[config.mk]
export PLATFORM = sky130hd
export DESIGN_NAME = rv_mem_arbiter
export DESIGN_NICKNAME = d
export VERILOG_FILES = /design/src/rtl/rv_pkg.sv /design/src/rtl/rv_arb_id_fifo.sv /design/src/rtl/rv_mem_arbiter.sv
export SDC_FILE = /design/constraint.sdc
export NUM_CORES = 1
export LEC_CHECK = 0
export CAP_MARGIN = 10
export CELL_PAD_IN_SITES_DETAIL_PLACEMENT = 0
export CELL_PAD_IN_SITES_GLOBAL_PLACEMENT = 2
export CORE_UTILIZATION = 22
export DETAILED_ROUTE_END_ITERATION = 10
export PLACE_DENSITY_LB_ADDON = 0.3
export REMOVE_ABC_BUFFERS = 1
export SLEW_MARGIN = 25
export SYNTH_ARGS = -nofsm -noshare
export SYNTH_HDL_FRONTEND = slang
export SYNTH_HIERARCHICAL = 1
export SYNTH_SLANG_ARGS = --single-unit
[constraint.sdc]
create_clock -name clk_i -period 2.9 [get_ports clk_i]
set_input_delay 0.29 -clock clk_i [delete_from_list [all_inputs] [get_ports clk_i]]
set_output_delay 0.29 -clock clk_i [all_outputs]
set_load 0.02 [all_outputs]
[src/rtl/rv_pkg.sv]
// Shared types for the rv core memory subsystem: data width, arbiter port IDs
// and the request record held in the arbiter's pending registers.
package rv_pkg;

    localparam int XLEN = 32;

    typedef enum logic {
        ARB_INSTR = 1'b0,
        ARB_DATA  = 1'b1
    } arb_port_e;

    typedef struct packed {
        logic [XLEN-1:0]   addr;
        logic              we;
        logic [XLEN/8-1:0] be;
        logic [XLEN-1:0]   wdata;
    } mem_req_t;

endpackage

[src/rtl/rv_arb_id_fifo.sv]
// Two-entry in-order FIFO of port IDs. It remembers which port issued each
// outstanding memory request so the responses can be routed back.
module rv_arb_id_fifo
    import rv_pkg::*;
(
    input  logic      clk_i,
    input  logic      arstn_i,
    input  logic      push_i,
    input  arb_port_e push_id_i,
    input  logic      pop_i,
    output arb_port_e head_o,
    output logic      empty_o,
    output logic      full_o
);

    arb_port_e  slot_q [2];
    logic       wr_ptr_q;
    logic       rd_ptr_q;
    logic [1:0] count_q;
    logic       do_push;
    logic       do_pop;

    assign empty_o = (count_q == 2'd0);
    assign full_o  = (count_q == 2'd2);
    assign head_o  = slot_q[rd_ptr_q];
    assign do_pop  = pop_i && !empty_o;
    // A full FIFO can still accept a push when the head leaves on the same edge.
    assign do_push = push_i && (!full_o || do_pop);

    always_ff @(posedge clk_i) begin
        if (!arstn_i) begin
            slot_q[0] <= ARB_INSTR;
            slot_q[1] <= ARB_INSTR;
            wr_ptr_q  <= 1'b0;
            rd_ptr_q  <= 1'b0;
            count_q   <= 2'd0;
        end else begin
            if (do_push) begin
                slot_q[wr_ptr_q] <= push_id_i;
                wr_ptr_q         <= ~wr_ptr_q;
            end
            if (do_pop) begin
                rd_ptr_q <= ~rd_ptr_q;
            end
            count_q <= count_q + {1'b0, do_push} - {1'b0, do_pop};
        end
    end

endmodule

[src/rtl/rv_mem_arbiter.sv]
// Shares one single-port memory between the instruction and data ports of
// rv_core: one-entry pending register per port, round-robin issue, in-order routing.
module rv_mem_arbiter
    import rv_pkg::*;
(
    input  logic              clk_i,
    input  logic              arstn_i,
    input  logic              instr_req_i,
    input  logic [XLEN-1:0]   instr_addr_i,
    output logic              instr_rvalid_o,
    output logic [XLEN-1:0]   instr_rdata_o,
    input  logic              data_req_i,
    input  logic              data_we_i,
    input  logic [XLEN/8-1:0] data_be_i,
    input  logic [XLEN-1:0]   data_addr_i,
    input  logic [XLEN-1:0]   data_wdata_i,
    output logic              data_rvalid_o,
    output logic [XLEN-1:0]   data_rdata_o,
    output logic              mem_req_o,
    output logic              mem_we_o,
    output logic [XLEN/8-1:0] mem_be_o,
    output logic [XLEN-1:0]   mem_addr_o,
    output logic [XLEN-1:0]   mem_wdata_o,
    input  logic              mem_rvalid_i,
    input  logic [XLEN-1:0]   mem_rdata_i,
    output logic              err_o
);

    logic            instr_pend_q;
    logic [XLEN-1:0] instr_addr_q;
    logic            data_pend_q;
    mem_req_t        data_req_q;
    logic            instr_outst_q;
    logic            data_outst_q;
    logic            data_store_q;
    arb_port_e       rr_last_q;
    logic            err_q;

    logic            grant_valid;
    arb_port_e       grant;
    logic            issue_instr;
    logic            issue_data;
    logic            fifo_pop;
    logic            fifo_empty;
    logic            fifo_full;
    arb_port_e       fifo_head;
    logic            resp_instr;
    logic            resp_data;
    logic            instr_busy;
    logic            data_busy;
    logic            err_set;

    // On contention the port that did not win last time goes first.
    always_comb begin
        grant_valid = instr_pend_q || data_pend_q;
        grant       = ARB_DATA;
        if (instr_pend_q && data_pend_q) begin
            grant = (rr_last_q == ARB_DATA) ? ARB_INSTR : ARB_DATA;
        end else if (instr_pend_q) begin
            grant = ARB_INSTR;
        end
    end

    assign issue_instr = grant_valid && (grant == ARB_INSTR);
    assign issue_data  = grant_valid && (grant == ARB_DATA);

    always_comb begin
        mem_req_o   = 1'b0;
        mem_we_o    = 1'b0;
        mem_be_o    = '0;
        mem_addr_o  = '0;
        mem_wdata_o = '0;
        if (arstn_i && grant_valid) begin
            mem_req_o = 1'b1;
            if (grant == ARB_DATA) begin
                mem_we_o    = data_req_q.we;
                mem_be_o    = data_req_q.be;
                mem_addr_o  = data_req_q.addr;
                mem_wdata_o = data_req_q.wdata;
            end else begin
                mem_be_o   = '1;
                mem_addr_o = instr_addr_q;
            end
        end
    end

    rv_arb_id_fifo u_id_fifo (
        .clk_i     (clk_i),
        .arstn_i   (arstn_i),
        .push_i    (grant_valid),
        .push_id_i (grant),
        .pop_i     (fifo_pop),
        .head_o    (fifo_head),
        .empty_o   (fifo_empty),
        .full_o    (fifo_full)
    );

    assign fifo_pop   = mem_rvalid_i && !fifo_empty;
    assign resp_instr = fifo_pop && (fifo_head == ARB_INSTR);
    assign resp_data  = fifo_pop && (fifo_head == ARB_DATA);

    // A port whose response returns this cycle is already idle, so it may re-request on the same edge.
    assign instr_busy = instr_pend_q || (instr_outst_q && !resp_instr);
    assign data_busy  = data_pend_q  || (data_outst_q  && !resp_data);

    assign err_set = (mem_rvalid_i && fifo_empty)
                   || (instr_req_i && instr_busy)
                   || (data_req_i && data_busy)
                   || (grant_valid && fifo_full && !fifo_pop);

    always_comb begin
        instr_rvalid_o = arstn_i && resp_instr;
        data_rvalid_o  = arstn_i && resp_data;
        instr_rdata_o  = '0;
        data_rdata_o   = '0;
        if (instr_rvalid_o) begin
            instr_rdata_o = mem_rdata_i;
        end
        if (data_rvalid_o && !data_store_q) begin
            data_rdata_o = mem_rdata_i;
        end
    end

    assign err_o = arstn_i && err_q;

    always_ff @(posedge clk_i) begin
        if (!arstn_i) begin
            instr_pend_q  <= 1'b0;
            instr_addr_q  <= '0;
            data_pend_q   <= 1'b0;
            data_req_q    <= '0;
            instr_outst_q <= 1'b0;
            data_outst_q  <= 1'b0;
            data_store_q  <= 1'b0;
            rr_last_q     <= ARB_INSTR;
            err_q         <= 1'b0;
        end else begin
            if (issue_instr) begin
                instr_pend_q <= 1'b0;
            end else if (instr_req_i && !instr_busy) begin
                instr_pend_q <= 1'b1;
                instr_addr_q <= instr_addr_i;
            end
            if (issue_data) begin
                data_pend_q <= 1'b0;
            end else if (data_req_i && !data_busy) begin
                data_pend_q <= 1'b1;
                data_req_q  <= '{addr: data_addr_i, we: data_we_i, be: data_be_i, wdata: data_wdata_i};
            end
            if (issue_instr) begin
                instr_outst_q <= 1'b1;
            end else if (resp_instr) begin
                instr_outst_q <= 1'b0;
            end
            if (issue_data) begin
                data_outst_q <= 1'b1;
                data_store_q <= data_req_q.we;
            end else if (resp_data) begin
                data_outst_q <= 1'b0;
            end
            if (grant_valid) begin
                rr_last_q <= grant;
            end
            if (err_set) begin
                err_q <= 1'b1;
            end
        end
    end

endmodule

==> results of run 1 <==
## worst paths after layout
path                                            from               end  slack (ns)  cells past startpoint
worst max-delay path            u_id_fifo/count_q[0]  instr_rdata_o[1]        0.22                      6
worst min-delay path                         arstn_i   instr_addr_q[8]        0.19                      3
worst max register to register              register  instr_addr_q[10]        0.81                      6
worst min register to register       instr_addr_q[9]   instr_addr_q[9]        0.45                      2
## worst max-delay path: cells and delay by family, from the launching register on
| family | cells | cell delay (ns) |
|---|---|---|
| flip-flops | 1 | 0.45 |
| buffers and inverters | 2 | 0.87 |
| AND/OR/NAND/NOR | 4 | 0.64 |
## flip-flops by register name, summed over array words and instances (netlist names), 2 cells and up, named ones only
| register | flops |
|---|---|
| instr_addr_q | 32 |
| u_id_fifo/slot_q | 2 |
| data_req_q | 69 |
| u_id_fifo/count_q | 2 |
## stage by stage
step	setup WS [ns]	area, um2	setup TNS (ns)	hold slack [ns]	total power, W
2_1_floorplan	-2.877	5165	-222.09	0.4117	0.002363
3_3_place_gp	0.4247	8569	0	0.4396	0.002986
3_5_place_dp	0.3857	8569	0	0.4427	0.002990
4_1_cts	0.1616	9188	0	0.1668	0.005232
5_1_grt	0.03575	9188	0	0.1686	0.005417
6_report	0.2216	9188	0	0.1870	0.005137
## cell usage in the layout, fill, tap and decap left out, types with 2 or more instances in the layout
cell type,netlist,routed
dfxtp_1,115,115
nor2_1,13,13
clkdlybuf4s50_1,0,273
inv_6,0,3
o21ai_1,5,5
clkinv_4,0,4
nand2b_1,3,3
and2b_2,2,2
mux2i_1,2,2
buf_12,0,7
nand2_1,175,174
buf_4,6,11
and2_1,101,101
inv_1,4,4
clkinvlp_4,0,3
nand3_1,102,102
a21oi_1,38,37
a21o_1,2,2
o21ai_0,102,102
clkbuf_16,0,17
bufinv_16,0,3
## synth_stat cells (2+ instances only)
master,count
o21ai_0,102
nand2b_1,3
nor2_1,13
buf_4,6
buf_2,12
nand2_1,175
a21oi_1,38
mux2i_1,2
clkbuf_1,41
o21ai_1,5
buf_1,2
nor3_1,2
a21o_1,2
buf_6,3
inv_1,4
and2b_2,2
nand3_1,102
and2_1,101
dfxtp_1,115
## cells by family (layout without fill, tap and decap cells)
group,after synthesis,count (layout),synth area share
buf+inv,71,330,0.05992
fa+ha+maj,1,1,0.002287
xor+xnor,1,1,0.001601
compound gates,155,155,0.1478
flops,115,115,0.4209
mux,3,3,0.005718
simple gates,407,407,0.3619
## metal layers
metal / GRT usage / vias to the layer above / routed length [um]
met2: 0.2380 / 194 / 8577
met3: 0.04987 / 12 / 1432
li1: - / 2991 / -
met5: 0 / - / 0
met1: 0.1713 / 2567 / 7997
met4: 0.04152 / 0 / 179
## final cells by class
class | instances | area [um2] | share of cell area
Sequential cell | 115 | 2302 | 0.2506
Timing Repair Buffer | 292 | 2967 | 0.3229
Inverter | 6 | 22.52 | 0.002451
Clock inverter | 14 | 178.9 | 0.01947
Tap cell | 324 | 405.4 | 0.04412
Clock buffer | 18 | 439.2 | 0.04780
Multi-Input combinational cell | 567 | 2873 | 0.3127
## where the power goes
part	total, W	switching [W]	leakage, nW	internal, W
Combinational	0.00111	0.000577	2.03	0.000537
Sequential	0.00182	0.0000896	0.945	0.00173
Clock	0.00220	0.000812	0.294	0.00138
Total	0.00514	0.00148	3.27	0.00366
==> run metrics, run 1 <==
antenna violations before repair 0; GR Util All Layers 0.1424; CP Cell Sequence nor2_1, nor2b_1, nor3b_2, buf_4, and2_1, clkdlybuf4s50_1; Clock Sinks about 120; synthesis warning total 6; async set-reset flop share out of synthesis 0; Worst Setup End Kind output pin; Max FO, Critical Path 33; # hold bufs at CTS 0; clock slew at the register clock pins of the worst setup and hold paths 0.06 ns; gr ovfl total 0; number of nets with antenna violations after detailed routing 0; chip width 159.7 um; post-synthesis sequential area ratio 0.4209; initial core utilization 0.2249; Core Region about 0.024 mm2; Final period util 0.9236; Hold Path Class primary input to register; end-of-flow core utilization 0.3778; Iteration-0 DRC Markers 247; Setup Buffers After CTS 0; routability cong. 0.7962; Avg Inst Size Synth 7.265 um2; post-synth top area share 0.4209; CP startpoint kind register; Rows 57; Synth area leader dfxtp_1; cell area after synthesis 0.005470 mm2; Max Cap Viol 0; depth of the CTS H-tree 4; peak supply drop roughly 0.00038 V; Final Non-Filler Cells 1336; RSZ-0062 raised after global routing false; PwrDens 559.1 mW/mm2; Vias per Instance 4.314; number of synthesized flops with an enable pin 0; pin count of the biggest net entering global routing 208; Num CTS Buffers 17; antenna diode count 0; Max Clock Skew 0.009136 ns; final setup violation count 0; Least-Margin Pin Slew about 0.87 ns; Worst slew margin 0.4191; Cells after Synth 753; Max Clock Freq between 300 and 400 MHz; crit path kind register to output pin; DPL Wire Length 12.28 mm; worst path required time 2.61 ns; Max clock buf depth 2; outcome completed; final slew viol count 0; Top FF cell, synth dfxtp_1; final hold viol count 0; Synth Register Bits 115; fill count between 2000 and 3000; Final Net Count 1138; Final Critical Period 2.678 ns; Clock Root Buffer clkbuf_16; CP arrival between 2 and 2.5 ns; IO Count 275; die span in y 159.7 um; TritonCTS clock tree built; Critical Path Max Stage Delay 0.59 ns; area grow syn2layout 67.96%; DIE AREA roughly 0.025 mm2; Leak 3.269 nW; top cells by area, synth dfxtp_1, nand2_1, and2_1; DRC Markers 0; Routed WL 18.19 mm; worst skew pair latency 0.41 ns; layout cell share with drive strength beyond 1 0.06423; via count between 5000 and 6000; Synth cell types 42; drt first pass iters 4; vias in the first global route 5342; WL per Instance 13.61 um; PortBufs 274; placed insts roughly 1300; Crit-path slowest cell clkdlybuf4s50_1; post-cts resize count 0; global-route wire length before repair 28.65 mm
Note: power is estimated with default switching activity, not from simulation.
==> run 2: changes to the inputs <==
--- a/config.mk
+++ b/config.mk
@@ -6,9 +6,7 @@
 export NUM_CORES = 1
 export LEC_CHECK = 0
 export CAP_MARGIN = 10
-export CELL_PAD_IN_SITES_DETAIL_PLACEMENT = 0
-export CELL_PAD_IN_SITES_GLOBAL_PLACEMENT = 2
-export CORE_UTILIZATION = 22
+export CORE_UTILIZATION = 35
 export DETAILED_ROUTE_END_ITERATION = 10
 export PLACE_DENSITY_LB_ADDON = 0.3
 export REMOVE_ABC_BUFFERS = 1
==> run 2 against run 1 <==
Design area fell by 2.2%. Routed wire length fell by 9.8%. Flip-flop and latch count stayed put. Total power down 2.3%. Clock skew decreased by 0.0034 ns. Utilization is 21 points higher. First-iteration DRC count is 17% higher. Highest routed layer unchanged.
==> run metrics, run 2 (same netlist as run 1, synthesis figures left out) <==
drt first pass iters 4; final setup violation count 0; Max Clock Skew about 0.0057 ns; chip width 127.0 um; DPL Wire Length 11.41 mm; layout cell share with drive strength beyond 1 0.05929; via count 5813; placed insts 1167; most frequent cells in the layout clkdlybuf4s50_1, nand2_1, dfxtp_1, nand3_1, o21ai_0; Worst Setup End Kind output pin; Rows 45; Max Cap Viol 0; Clock Sinks about 120; DRC Markers 0; antenna diode count 0; clock slew at the register clock pins of the worst setup and hold paths 0.05 ns; GR Util met3 0.07035; commonest non-fill, non-tap cell in the layout clkdlybuf4s50_1; Least-Margin Pin Slew 0.8529 ns; met1 Use GR 0.2306; GR Util All Layers 0.2053; Iteration-0 DRC Markers ~290; depth of the CTS H-tree 4; Max clock buf depth 2; gr ovfl total 0; area grow syn2layout 64.34%; Worst slew margin 0.4314; Final Non-Filler Cells 1200; Final Net Count 1138; Core Region roughly 0.015 mm2; Reg with most FFs data_req_q; DIE AREA 0.01613 mm2; Clock Root Buffer clkbuf_16; TritonCTS clock tree built; Largest register FFs 69; Leak 3.265 nW; IO Count 275; final hold viol count 0; WHS 0.1956 ns; number of nets with antenna violations after detailed routing 0; WL per Instance 13.68 um; initial core utilization 0.3598; pin count of the biggest net entering global routing ~200; Max FO, Critical Path 20; Final Critical Period 2.748 ns; die span in y 127.0 um; Routed WL about 16 mm; worst path required time between 2 and 3 ns; biggest regs data_req_q x69, instr_addr_q x32; met2 Resource Use GR 0.3594; PwrDens 558.4 mW/mm2; Final period util 0.9477; final slew viol count 0; Max Clock Freq ~360 MHz; global-route wire length before repair 26.16 mm; worst skew pair latency 0.40 ns; crit path kind register to output pin; outcome completed; # hold bufs at CTS 0; PortBufs 274; Hold Path Class primary input to register; antenna violations before repair 0; Vias per Instance 4.844; Num CTS Buffers 17; peak supply drop 0.0003389 V; vias in the first global route 5190; Top Usage Layer GRT met2; routability cong. approximately 0.73; CP startpoint kind register; CP arrival 2.46 ns
## run 2: changes by cell type in the layout (fill, tap and decap cells not counted), moves of 3 or more
cell | before | now
buf_6 | 1 | 4
clkbuf_1 | 0 | 3
inv_6 | 3 | 0
clkinv_4 | 4 | 1
clkinv_2 | 1 | 5
## run 2: final timing paths
check,startpoint,to,slack (ns),depth (start not counted)
max,data_pend_q,mem_addr_o[30],0.15,7
min,arstn_i,register,0.20,2
max reg2reg,u_id_fifo/count_q[0],data_req_q[25],0.83,7
min reg2reg,instr_addr_q[8],instr_addr_q[8],0.45,2
## run 2: worst max-delay path, cell delays in order, from the launching register on
cell,delay (ns)
dfxtp_1,0.38
inv_1,0.06
o21a_1,0.20
clkinv_1,0.18
buf_4,0.31
nand2_1,0.08
a21oi_1,0.20
clkdlybuf4s50_1,0.64
## run 2: layout make-up
type / count / area, um2
Tap cell: 188 / 235.2
Clock buffer: 22 / 464.2
Inverter: 6 / 22.52
Fill cell: 1438 / 6212
Clock inverter: 10 / 131.4
Timing Repair Buffer: 292 / 2965
Sequential cell: 115 / 2302
Multi-Input combinational cell: 567 / 2869
## run 2: report_power, final
group	switching [W]	internal, W	total [W]
clock	0.000703	0.00139	0.00209
combinational	0.000567	0.000537	0.00110
sequential	0.0000883	0.00174	0.00182
total	0.00136	0.00366	0.00502
## run 2: metal layers
metal,share of wire,wire (um)
met5,0,0
met2,0.49,8081
met4,0.021,337
met1,0.41,6732
met3,0.077,1260
## run 2: per-stage QoR
step,worst slack (ns),setup TNS (ns),instance area [um2],total power [W],util
floorplan,-2.877,-222.09,5165,0.002363,-
CTS,0.07548,0,8971,0.005079,0.5901
finish,0.1515,0,8990,0.005020,0.5914
detailed placement,0.3494,0,8376,0.002965,0.5509
global placement,0.3664,0,8376,0.002949,0.5509
global route,-0.003969,-0.003969,8990,0.005285,0.5914
## run 2: repair_timing
| item | in CTS | in global routing |
|---|---|---|
| resized for setup | 0 | 3 |
| endpoints found under the hold margin | 0 | 0 |
| setup endpoints to repair | 0 | 49 |
| buffers inserted | 0 | 1 |
